`config.mk`:
```
export PLATFORM = sky130hd
export DESIGN_NAME = trap_sequencer_flat
export DESIGN_NICKNAME = d
export VERILOG_FILES = /design/src/rtl/machine_mode_types_1_12_pkg.sv /design/src/rtl/trap_sequencer_pkg.sv /design/src/rtl/trap_sequencer_if.sv /design/src/rtl/trap_sequencer_int_prio.sv /design/src/rtl/trap_sequencer.sv /design/src/flat_wrapper.sv
export SDC_FILE = /design/constraint.sdc
export NUM_CORES = 1
export LEC_CHECK = 0
export ABC_CLOCK_PERIOD_IN_PS = 9300
export CAP_MARGIN = 20
export CORE_ASPECT_RATIO = 0.75
export CORE_MARGIN = 2
export CORE_UTILIZATION = 35
export DETAILED_ROUTE_END_ITERATION = 8
export GPL_TIMING_DRIVEN = 0
export PLACE_DENSITY = 0.65
export SYNTH_ARGS = -nofsm -noshare
export SYNTH_HDL_FRONTEND = slang
export SYNTH_SLANG_ARGS = --single-unit
export TNS_END_PERCENT = 100
```
`constraint.sdc`:
```
create_clock -name CLK -period 9.3 [get_ports CLK]
set_clock_uncertainty 0.1 [all_clocks]
set_input_delay 2.79 -clock CLK [delete_from_list [all_inputs] [get_ports CLK]]
set_output_delay 2.79 -clock CLK [all_outputs]
set_load 0.005 [all_outputs]
```
`src/rtl/machine_mode_types_1_12_pkg.sv`:
```
// -----------------------------------------------------------------------------
// machine_mode_types_1_12_pkg
// Shared M-mode CSR field layouts and cause codes (privileged ISA 1.12).
// Types: mtvec_mode_e, mtvec_t, mcause_t, mip_t, mie_t, ex_code_t, int_code_t.
// -----------------------------------------------------------------------------
package machine_mode_types_1_12_pkg;

  typedef enum logic [1:0] {
    MTVEC_DIRECT   = 2'd0,
    MTVEC_VECTORED = 2'd1,
    MTVEC_RES_0    = 2'd2,
    MTVEC_RES_1    = 2'd3
  } mtvec_mode_e;

  typedef struct packed {
    logic [29:0] base;
    mtvec_mode_e mode;
  } mtvec_t;

  typedef struct packed {
    logic        interrupt;
    logic [30:0] code;
  } mcause_t;

  // Bit 16 (debug) lives inside the platform field and is deliberately unused.
  typedef struct packed {
    logic [15:0] platform;
    logic [3:0]  rsvd_15_12;
    logic        meip;
    logic        rsvd_10;
    logic        seip;
    logic        rsvd_8;
    logic        mtip;
    logic        rsvd_6;
    logic        stip;
    logic        rsvd_4;
    logic        msip;
    logic        rsvd_2;
    logic        ssip;
    logic        rsvd_0;
  } mip_t;

  // mie has the same bit layout as mip (enable bit sits on the pending bit).
  typedef mip_t mie_t;

  typedef enum logic [30:0] {
    EXC_INSN_MISALIGNED  = 31'd0,
    EXC_INSN_ACCESS      = 31'd1,
    EXC_ILLEGAL_INSN     = 31'd2,
    EXC_BREAKPOINT       = 31'd3,
    EXC_LOAD_MISALIGNED  = 31'd4,
    EXC_LOAD_ACCESS      = 31'd5,
    EXC_STORE_MISALIGNED = 31'd6,
    EXC_STORE_ACCESS     = 31'd7,
    EXC_ECALL_U          = 31'd8,
    EXC_ECALL_S          = 31'd9,
    EXC_ECALL_M          = 31'd11,
    EXC_INSN_PAGE_FAULT  = 31'd12,
    EXC_LOAD_PAGE_FAULT  = 31'd13,
    EXC_STORE_PAGE_FAULT = 31'd15
  } ex_code_t;

  typedef enum logic [30:0] {
    INT_SSI = 31'd1,
    INT_MSI = 31'd3,
    INT_STI = 31'd5,
    INT_MTI = 31'd7,
    INT_SEI = 31'd9,
    INT_MEI = 31'd11
  } int_code_t;

endpackage

```
`src/rtl/trap_sequencer_pkg.sv`:
```
// -----------------------------------------------------------------------------
// trap_seq_pkg
// Sequencer state and trap-kind types, plus the redirect-target helper.
// -----------------------------------------------------------------------------
package trap_seq_pkg;
  import machine_mode_types_1_12_pkg::*;

  typedef enum logic [1:0] {
    IDLE     = 2'd0,
    FLUSH    = 2'd1,
    COMMIT   = 2'd2,
    REDIRECT = 2'd3
  } state_e;

  typedef enum logic [1:0] {
    EXC  = 2'd0,
    INT  = 2'd1,
    MRET = 2'd2
  } trap_kind_t;

  // Fetch target after the commit. Only interrupts are vectored; reserved
  // mtvec modes fall back to DIRECT. 4*cause is taken modulo 2^32.
  function automatic logic [31:0] trap_target(
    input trap_kind_t  kind,
    input mtvec_t      mtvec,
    input logic [29:0] code_lo,
    input logic [31:0] mepc,
    input logic        vectored_en
  );
    logic [31:0] base_addr;
    base_addr = {mtvec.base, 2'b00};
    if (kind == MRET)
      trap_target = mepc & ~32'h3;
    else if (kind == INT && vectored_en && mtvec.mode == MTVEC_VECTORED)
      trap_target = base_addr + {code_lo, 2'b00};
    else
      trap_target = base_addr;
  endfunction

endpackage

```
`src/rtl/trap_sequencer_if.sv`:
```
// -----------------------------------------------------------------------------
// trap_sequencer_if
// Fetch-redirect handshake between the trap sequencer and the fetch unit.
//   redirect_valid : sequencer -> fetch, target is valid
//   redirect_pc    : sequencer -> fetch, target address (stable while valid)
//   redirect_ready : fetch -> sequencer, target accepted
// -----------------------------------------------------------------------------
interface trap_sequencer_if #(
  parameter int XLEN = 32
);
  logic            redirect_valid;
  logic [XLEN-1:0] redirect_pc;
  logic            redirect_ready;

  modport master (output redirect_valid, output redirect_pc, input redirect_ready);
  modport slave  (input redirect_valid, input redirect_pc, output redirect_ready);
endinterface

```
`src/rtl/trap_sequencer_int_prio.sv`:
```
// -----------------------------------------------------------------------------
// trap_int_prio
// Fixed-priority M-mode interrupt encoder: MEI > MSI > MTI > SEI > SSI > STI.
//   pend_i  : mip & mie
//   en_i    : global interrupt enable (mstatus.MIE)
//   valid_o : an enabled interrupt is pending
//   code_o  : winning interrupt code (don't care when valid_o is 0)
// -----------------------------------------------------------------------------
module trap_int_prio
  import machine_mode_types_1_12_pkg::*;
(
  input  mip_t      pend_i,
  input  logic      en_i,
  output logic      valid_o,
  output int_code_t code_o
);

  // NOTE: every output gets a default before the if-chain so no path leaves it
  // unassigned, which would otherwise infer a latch.
  always_comb begin
    valid_o = 1'b0;
    code_o  = INT_STI;
    if (en_i) begin
      valid_o = 1'b1;
      if      (pend_i.meip) code_o = INT_MEI;
      else if (pend_i.msip) code_o = INT_MSI;
      else if (pend_i.mtip) code_o = INT_MTI;
      else if (pend_i.seip) code_o = INT_SEI;
      else if (pend_i.ssip) code_o = INT_SSI;
      else if (pend_i.stip) code_o = INT_STI;
      else                  valid_o = 1'b0;
    end
  end

  // Debug, platform and reserved bits never raise a trap.
  logic unused_bits;
  assign unused_bits = ^{pend_i.platform, pend_i.rsvd_15_12, pend_i.rsvd_10,
                         pend_i.rsvd_8, pend_i.rsvd_6, pend_i.rsvd_4,
                         pend_i.rsvd_2, pend_i.rsvd_0};

endmodule

```
`src/rtl/trap_sequencer.sv`:
```
// -----------------------------------------------------------------------------
// trap_sequencer
// M-mode trap controller: takes an exception, interrupt or MRET, drains the
// pipeline, pulses one CSR commit, then redirects fetch.
//   CLK, RST                 : clock, asynchronous active-high reset
//   ex_*_i                   : exception from the oldest instruction
//   int_epc_i                : mepc used for interrupts
//   mret_i                   : MRET at commit
//   mip_i, mie_i, mstatus_mie_i : interrupt sources and enables
//   mtvec_i, mepc_i          : current CSR values
//   pipe_flush_o/pipe_drained_i : pipeline drain handshake
//   trap_commit_o, mcause_o, mepc_o, mtval_o : trap CSR update (COMMIT only)
//   mret_commit_o            : MRET CSR update (COMMIT only)
//   redir                    : fetch redirect (valid/pc/ready)
//   busy_o                   : sequence in progress
// -----------------------------------------------------------------------------
module trap_sequencer
  import machine_mode_types_1_12_pkg::*;
  import trap_seq_pkg::*;
#(
  parameter int XLEN        = 32,
  parameter int VECTORED_EN = 1
) (
  input  logic              CLK,
  input  logic              RST,
  input  logic              ex_valid_i,
  input  ex_code_t          ex_cause_i,
  input  logic [XLEN-1:0]   ex_epc_i,
  input  logic [XLEN-1:0]   ex_tval_i,
  input  logic [XLEN-1:0]   int_epc_i,
  input  logic              mret_i,
  input  mip_t              mip_i,
  input  mie_t              mie_i,
  input  logic              mstatus_mie_i,
  input  mtvec_t            mtvec_i,
  input  logic [XLEN-1:0]   mepc_i,
  output logic              pipe_flush_o,
  input  logic              pipe_drained_i,
  output logic              trap_commit_o,
  output mcause_t           mcause_o,
  output logic [XLEN-1:0]   mepc_o,
  output logic [XLEN-1:0]   mtval_o,
  output logic              mret_commit_o,
  trap_sequencer_if.master  redir,
  output logic              busy_o
);

  state_e          state_q;
  trap_kind_t      kind_q;
  mcause_t         cause_q;
  logic [XLEN-1:0] epc_q;
  logic [XLEN-1:0] tval_q;

  logic            pipe_flush_q;
  logic            trap_commit_q;
  logic            mret_commit_q;
  mcause_t         mcause_out_q;
  logic [XLEN-1:0] mepc_out_q;
  logic [XLEN-1:0] mtval_out_q;
  logic            redir_valid_q;
  logic [XLEN-1:0] redir_pc_q;
  logic            busy_q;

  mip_t            pend;
  logic            int_valid;
  int_code_t       int_code;
  logic [XLEN-1:0] target_d;

  assign pend = mip_t'(mip_i & mie_i);

  trap_int_prio u_int_prio (
    .pend_i  (pend),
    .en_i    (mstatus_mie_i),
    .valid_o (int_valid),
    .code_o  (int_code)
  );

  // Sampled during COMMIT, so mtvec/mepc are read once the pipeline is quiet.
  assign target_d = trap_target(kind_q, mtvec_i, cause_q.code[29:0], mepc_i,
                                VECTORED_EN != 0);

  // NOTE: sequential state uses non-blocking assignments only, so every
  // register here sees the pre-edge value of every other register.
  always_ff @(posedge CLK or posedge RST) begin
    if (RST) begin
      state_q       <= IDLE;
      kind_q        <= EXC;
      cause_q       <= '0;
      epc_q         <= '0;
      tval_q        <= '0;
      pipe_flush_q  <= 1'b0;
      trap_commit_q <= 1'b0;
      mret_commit_q <= 1'b0;
      mcause_out_q  <= '0;
      mepc_out_q    <= '0;
      mtval_out_q   <= '0;
      redir_valid_q <= 1'b0;
      redir_pc_q    <= '0;
      busy_q        <= 1'b0;
    end else begin
      // Commit outputs are single-cycle; clear them unless COMMIT is entered.
      trap_commit_q <= 1'b0;
      mret_commit_q <= 1'b0;
      mcause_out_q  <= '0;
      mepc_out_q    <= '0;
      mtval_out_q   <= '0;

      case (state_q)
        IDLE: begin
          if (ex_valid_i || mret_i || int_valid) begin
            state_q      <= FLUSH;
            pipe_flush_q <= 1'b1;
            busy_q       <= 1'b1;
          end
          if (ex_valid_i) begin
            kind_q            <= EXC;
            cause_q.interrupt <= 1'b0;
            cause_q.code      <= ex_cause_i;
            epc_q             <= ex_epc_i;
            tval_q            <= ex_tval_i;
          end else if (mret_i) begin
            kind_q <= MRET;
          end else if (int_valid) begin
            kind_q            <= INT;
            cause_q.interrupt <= 1'b1;
            cause_q.code      <= int_code;
            epc_q             <= int_epc_i;
            tval_q            <= '0;
          end
        end

        FLUSH: begin
          if (pipe_drained_i) begin
            state_q      <= COMMIT;
            pipe_flush_q <= 1'b0;
            if (kind_q == MRET) begin
              mret_commit_q <= 1'b1;
            end else begin
              trap_commit_q <= 1'b1;
              mcause_out_q  <= cause_q;
              mepc_out_q    <= epc_q;
              mtval_out_q   <= tval_q;
            end
          end
        end

        COMMIT: begin
          state_q       <= REDIRECT;
          redir_valid_q <= 1'b1;
          redir_pc_q    <= target_d;
        end

        REDIRECT: begin
          if (redir.redirect_ready) begin
            state_q       <= IDLE;
            redir_valid_q <= 1'b0;
            redir_pc_q    <= '0;
            busy_q        <= 1'b0;
          end
        end

        default: state_q <= IDLE;
      endcase
    end
  end

  assign pipe_flush_o         = pipe_flush_q;
  assign trap_commit_o        = trap_commit_q;
  assign mret_commit_o        = mret_commit_q;
  assign mcause_o             = mcause_out_q;
  assign mepc_o               = mepc_out_q;
  assign mtval_o              = mtval_out_q;
  assign redir.redirect_valid = redir_valid_q;
  assign redir.redirect_pc    = redir_pc_q;
  assign busy_o               = busy_q;

endmodule

```
`src/flat_wrapper.sv`:
```
// flat-port wrapper written by rule: the top's interface ports become plain ports
module trap_sequencer_flat import machine_mode_types_1_12_pkg::*; import trap_seq_pkg::*;
#(
  parameter int XLEN        = 32,
  parameter int VECTORED_EN = 1
)
  (CLK, RST, ex_valid_i, ex_cause_i, ex_epc_i, ex_tval_i, int_epc_i, mret_i, mip_i, mie_i, mstatus_mie_i, mtvec_i, mepc_i, pipe_flush_o, pipe_drained_i, trap_commit_o, mcause_o, mepc_o, mtval_o, mret_commit_o, busy_o, redir_redirect_valid, redir_redirect_pc, redir_redirect_ready);
  trap_sequencer_if #(.XLEN(XLEN)) redir_i ();
  input  logic CLK;
  input  logic RST;
  input  logic ex_valid_i;
  input  ex_code_t ex_cause_i;
  input  logic [XLEN-1:0] ex_epc_i;
  input  logic [XLEN-1:0] ex_tval_i;
  input  logic [XLEN-1:0] int_epc_i;
  input  logic mret_i;
  input  mip_t mip_i;
  input  mie_t mie_i;
  input  logic mstatus_mie_i;
  input  mtvec_t mtvec_i;
  input  logic [XLEN-1:0] mepc_i;
  output logic pipe_flush_o;
  input  logic pipe_drained_i;
  output logic trap_commit_o;
  output mcause_t mcause_o;
  output logic [XLEN-1:0] mepc_o;
  output logic [XLEN-1:0] mtval_o;
  output logic mret_commit_o;
  output logic busy_o;
  output wire logic [$bits(redir_i.redirect_valid)-1:0] redir_redirect_valid;
  output wire logic [$bits(redir_i.redirect_pc)-1:0] redir_redirect_pc;
  input wire logic [$bits(redir_i.redirect_ready)-1:0] redir_redirect_ready;
  assign redir_redirect_valid = redir_i.redirect_valid;
  assign redir_redirect_pc = redir_i.redirect_pc;
  assign redir_i.redirect_ready = redir_redirect_ready;
  trap_sequencer #(.XLEN(XLEN), .VECTORED_EN(VECTORED_EN)) u_core (.CLK(CLK), .RST(RST), .ex_valid_i(ex_valid_i), .ex_cause_i(ex_cause_i), .ex_epc_i(ex_epc_i), .ex_tval_i(ex_tval_i), .int_epc_i(int_epc_i), .mret_i(mret_i), .mip_i(mip_i), .mie_i(mie_i), .mstatus_mie_i(mstatus_mie_i), .mtvec_i(mtvec_i), .mepc_i(mepc_i), .pipe_flush_o(pipe_flush_o), .pipe_drained_i(pipe_drained_i), .trap_commit_o(trap_commit_o), .mcause_o(mcause_o), .mepc_o(mepc_o), .mtval_o(mtval_o), .mret_commit_o(mret_commit_o), .redir(redir_i), .busy_o(busy_o));
endmodule
```
==> results.md <==
* Seq/Total Area, Yosys at 55.06%
* Port Buf Inserts at 337
* Die Y at 154.0 um
* Clk buf depth at 3
* Critical Path Source Type: input pin
* Initial Utilization at 35.80%
* Int Power at 0.002696 W
* Ys async rst share at 100.0%
* Worst path cell trace: clkdlybuf4s50_1 > ha_1 > inv_1 > fa_1 > nor2b_1 > o2111ai_1 > nand3b_1 > and3_1 > a31oi_1 > o31ai_1 > mux2i_1 > nor2_1
* FP Rows at 54
* Sum of negative setup slack at 0 ns
* Tot Pwr at 0.004231 W
* Switching part of the total power at 36.28%
* CTS Hold Buffers Added at 0
* CTS tree: done
* Syn_area_per_cell at 10.67 um2
* Register share of total power at 35.3%
* Share of cells above drive strength 1 at 4.685%
* # placed instances at 1716
* Core ar. at 29320 um2
* Wire per inst at 19.66 um
* P_leak at 6.847 nW
* Clock Pin Slew Worst Setup and Hold Paths at 0.06 ns
* Setup CP Type: in -> reg
* Worst Path Arrival at 5.69 ns
* Worst slew margin at 43.27%
* FF+latch area at 5781 um2
* Synth top area cells: dfrtp_1, and2_1, a22o_1, nand2_1, ha_1
* Fillers at 2679
* Critical Path End Type: flip-flop
* Post-Syn Area at 10500 um2
* Synth Flop Type: dfrtp_1
* Most common cell in the netlist: dfrtp_1
* Clk network pwr share at 23.5%
* Clk_lat worst skew at 0.51 ns
* Reg2reg setup slack at 6.23 ns
* Antenna violations before repair at 3
* Critical path's slowest cell: clkdlybuf4s50_1
* Multi-input gate area at 4393 um2
* Post-synth cell types at 64
* Post-Layout Cell Count at 1759
* Final Max Tran Viols at 0
* Largest net degree at the start of global routing at 124
* Setup violators final at 0
* Residual DRC at 0
* Outcome: completed
* Initial DRC count at 526
* I/O pins at 395
* Hold Path Class: reg -> reg
* Nets at 1646
* CTS H-tree lvls at 1
* First-pass GRT wire length at 52980 um
* RD Place Congestion at 0.9199
* Min Tclk post-route at 5.382 ns
* Slew @ Worst Pin at 0.8510 ns
* Fmax achieved at 185.8 MHz
* Via count at 8978
* MaxCap Viol Count at 0
* Die area at 31410 um2
* Gr usage total at 21.88%
* Post-synth top area cell: dfrtp_1
* Die width at 204.0 um
* Number of global-route vias before repair at 8906
* # clock sinks at 231
* Pwr Density at 277.9 nW/um2
* Share of the synthesized area in the top cell type at 55.06%
* Root buffer cell: clkbuf_16
* Antenna Nets Post-Route at 0
* Hold Fails Final Rpt at 0
* Switching power at 0.001535 W
* Worst Path Max Fanout at 4
* Worst VDD drop at 156.2 uV
* PostCTS Resize Cnt at 0
* DRT Pass-1 Iters at 5
* Final wirelength at 34590 um
* Vias per cell at 5.104
* Final worst-path cycle share at 57.87%
* Max incr delay on CP at 0.48 ns
* Worst Path Required at 9.61 ns
* Final core area utilization at 51.93%
* EDFF count, synth at 0
* Post-CTS Setup Inserts at 0
* CTS buffer count at 24
* RSZ-0062 raised after global routing: no
* Final HPWL DP at 26310 um
* Remaining global-route overflow at 0
* Post-Syn Instances at 984
* Area grow syn2layout at 45.05%
* Top cells by count, synth: dfrtp_1, nand2_1, and2_1
* #FFs+latches synth at 231
* Syn. warnings at 0
* Combinational fraction of design power at 41.2%
-- registers in the layout (all words and copies together), names as in the netlist --
name,cells
u_core.epc_q,32
u_core.redir.redirect_valid,1
u_core.mtval_o,32
u_core.state_q,2
u_core.mcause_o,32
u_core.mepc_o,32
u_core.mret_commit_o,1
u_core.redir.redirect_pc,30
u_core.pipe_flush_o,1
u_core.busy_o,1
u_core.kind_q,2
u_core.tval_q,32
u_core.cause_q,32
u_core.trap_commit_o,1
-- layout by cell type (no fill, tap or decap), types with 8 or more instances in the layout --
master	n
clkdlybuf4s50_1	337
dfrtp_1	231
nand2_1	111
and2_1	98
o21ai_1	68
a21oi_1	66
a22o_1	59
clkbuf_1	50
mux2i_1	35
ha_1	33
o21ai_0	26
clkbuf_16	25
nor2_1	24
inv_1	18
nand3_1	16
xnor2_1	16
buf_2	11
nor2b_1	8
a21o_1	8
-- worst max-delay path: cells and delay by family --
family,cells,cell delay [ns]
simple gates,4,0.75
fa+ha+maj,2,0.55
mux,1,0.23
buf+inv,2,0.53
compound gates,3,0.84
-- power by group through the flow --
stage / clock network (W) / registers, W / logic [W]
after floorplan: 0 / 0.00147 / 0.00104
after global placement: 0 / 0.00150 / 0.00171
after detailed placement: 0 / 0.00151 / 0.00174
after CTS: 0.00102 / 0.00149 / 0.00175
after global routing: 0.00107 / 0.00153 / 0.00193
final: 0.000993 / 0.00149 / 0.00174
-- worst paths after layout --
kind                                         from                           end  cells after the start
worst max-delay path                   mtvec_i[2]  u_core.redir.redirect_pc[28]                     12
worst min-delay path             u_core.epc_q[26]             u_core.mepc_o[26]                      1
worst max register to register  u_core.cause_q[0]  u_core.redir.redirect_pc[28]                     11
worst min register to register   u_core.epc_q[26]             u_core.mepc_o[26]                      1
max in group asynchronous                     RST           u_core.mcause_o[27]                      3
min in group asynchronous                     RST            u_core.mtval_o[24]                      2
-- cell families after synthesis --
kind of cell    count (synthesis)  synth area share (%)
compound gates                296                 18.94
xor+xnor                       22                 1.835
fa+ha+maj                      34                 4.124
buf+inv                        82                 3.134
flops                         231                 55.06
mux                            35                 3.337
other cells                     1               0.03572
simple gates                  283                 13.54
-- metal layers --
metal,vias to the layer above,global-route usage (%),wire (um)
li1,4209,-,-
met1,4393,32.13,16210
met2,323,32.78,14840
met3,49,4.875,2657
met4,4,5.176,856
met5,-,0,27
-- layout make-up --
type                       count  share of cell area (%)
clock buffer                  33                   4.634
buffer                        63                   1.693
clock inverter                 9                  0.7066
multi-input combinational    672                   28.85
sequential                   231                   37.96
tap                          392                   3.221
inverter                      19                  0.5176
antenna                        1                 0.01643
timing repair buffer         339                   22.41
-- stage by stage --
step | hold WS, ns | setup WS, ns | area [um2]
detailed placement | 0.3640 | 3.285 | 14410
global placement | 0.3572 | -2.993 | 14370
floorplan | 0.3474 | 0.07707 | 10500
global route | 0.3970 | 3.654 | 15230
CTS | 0.3751 | 3.835 | 15230
finish | 0.3736 | 3.918 | 15230
No activity file was read; power rests on OpenSTA's default activity.
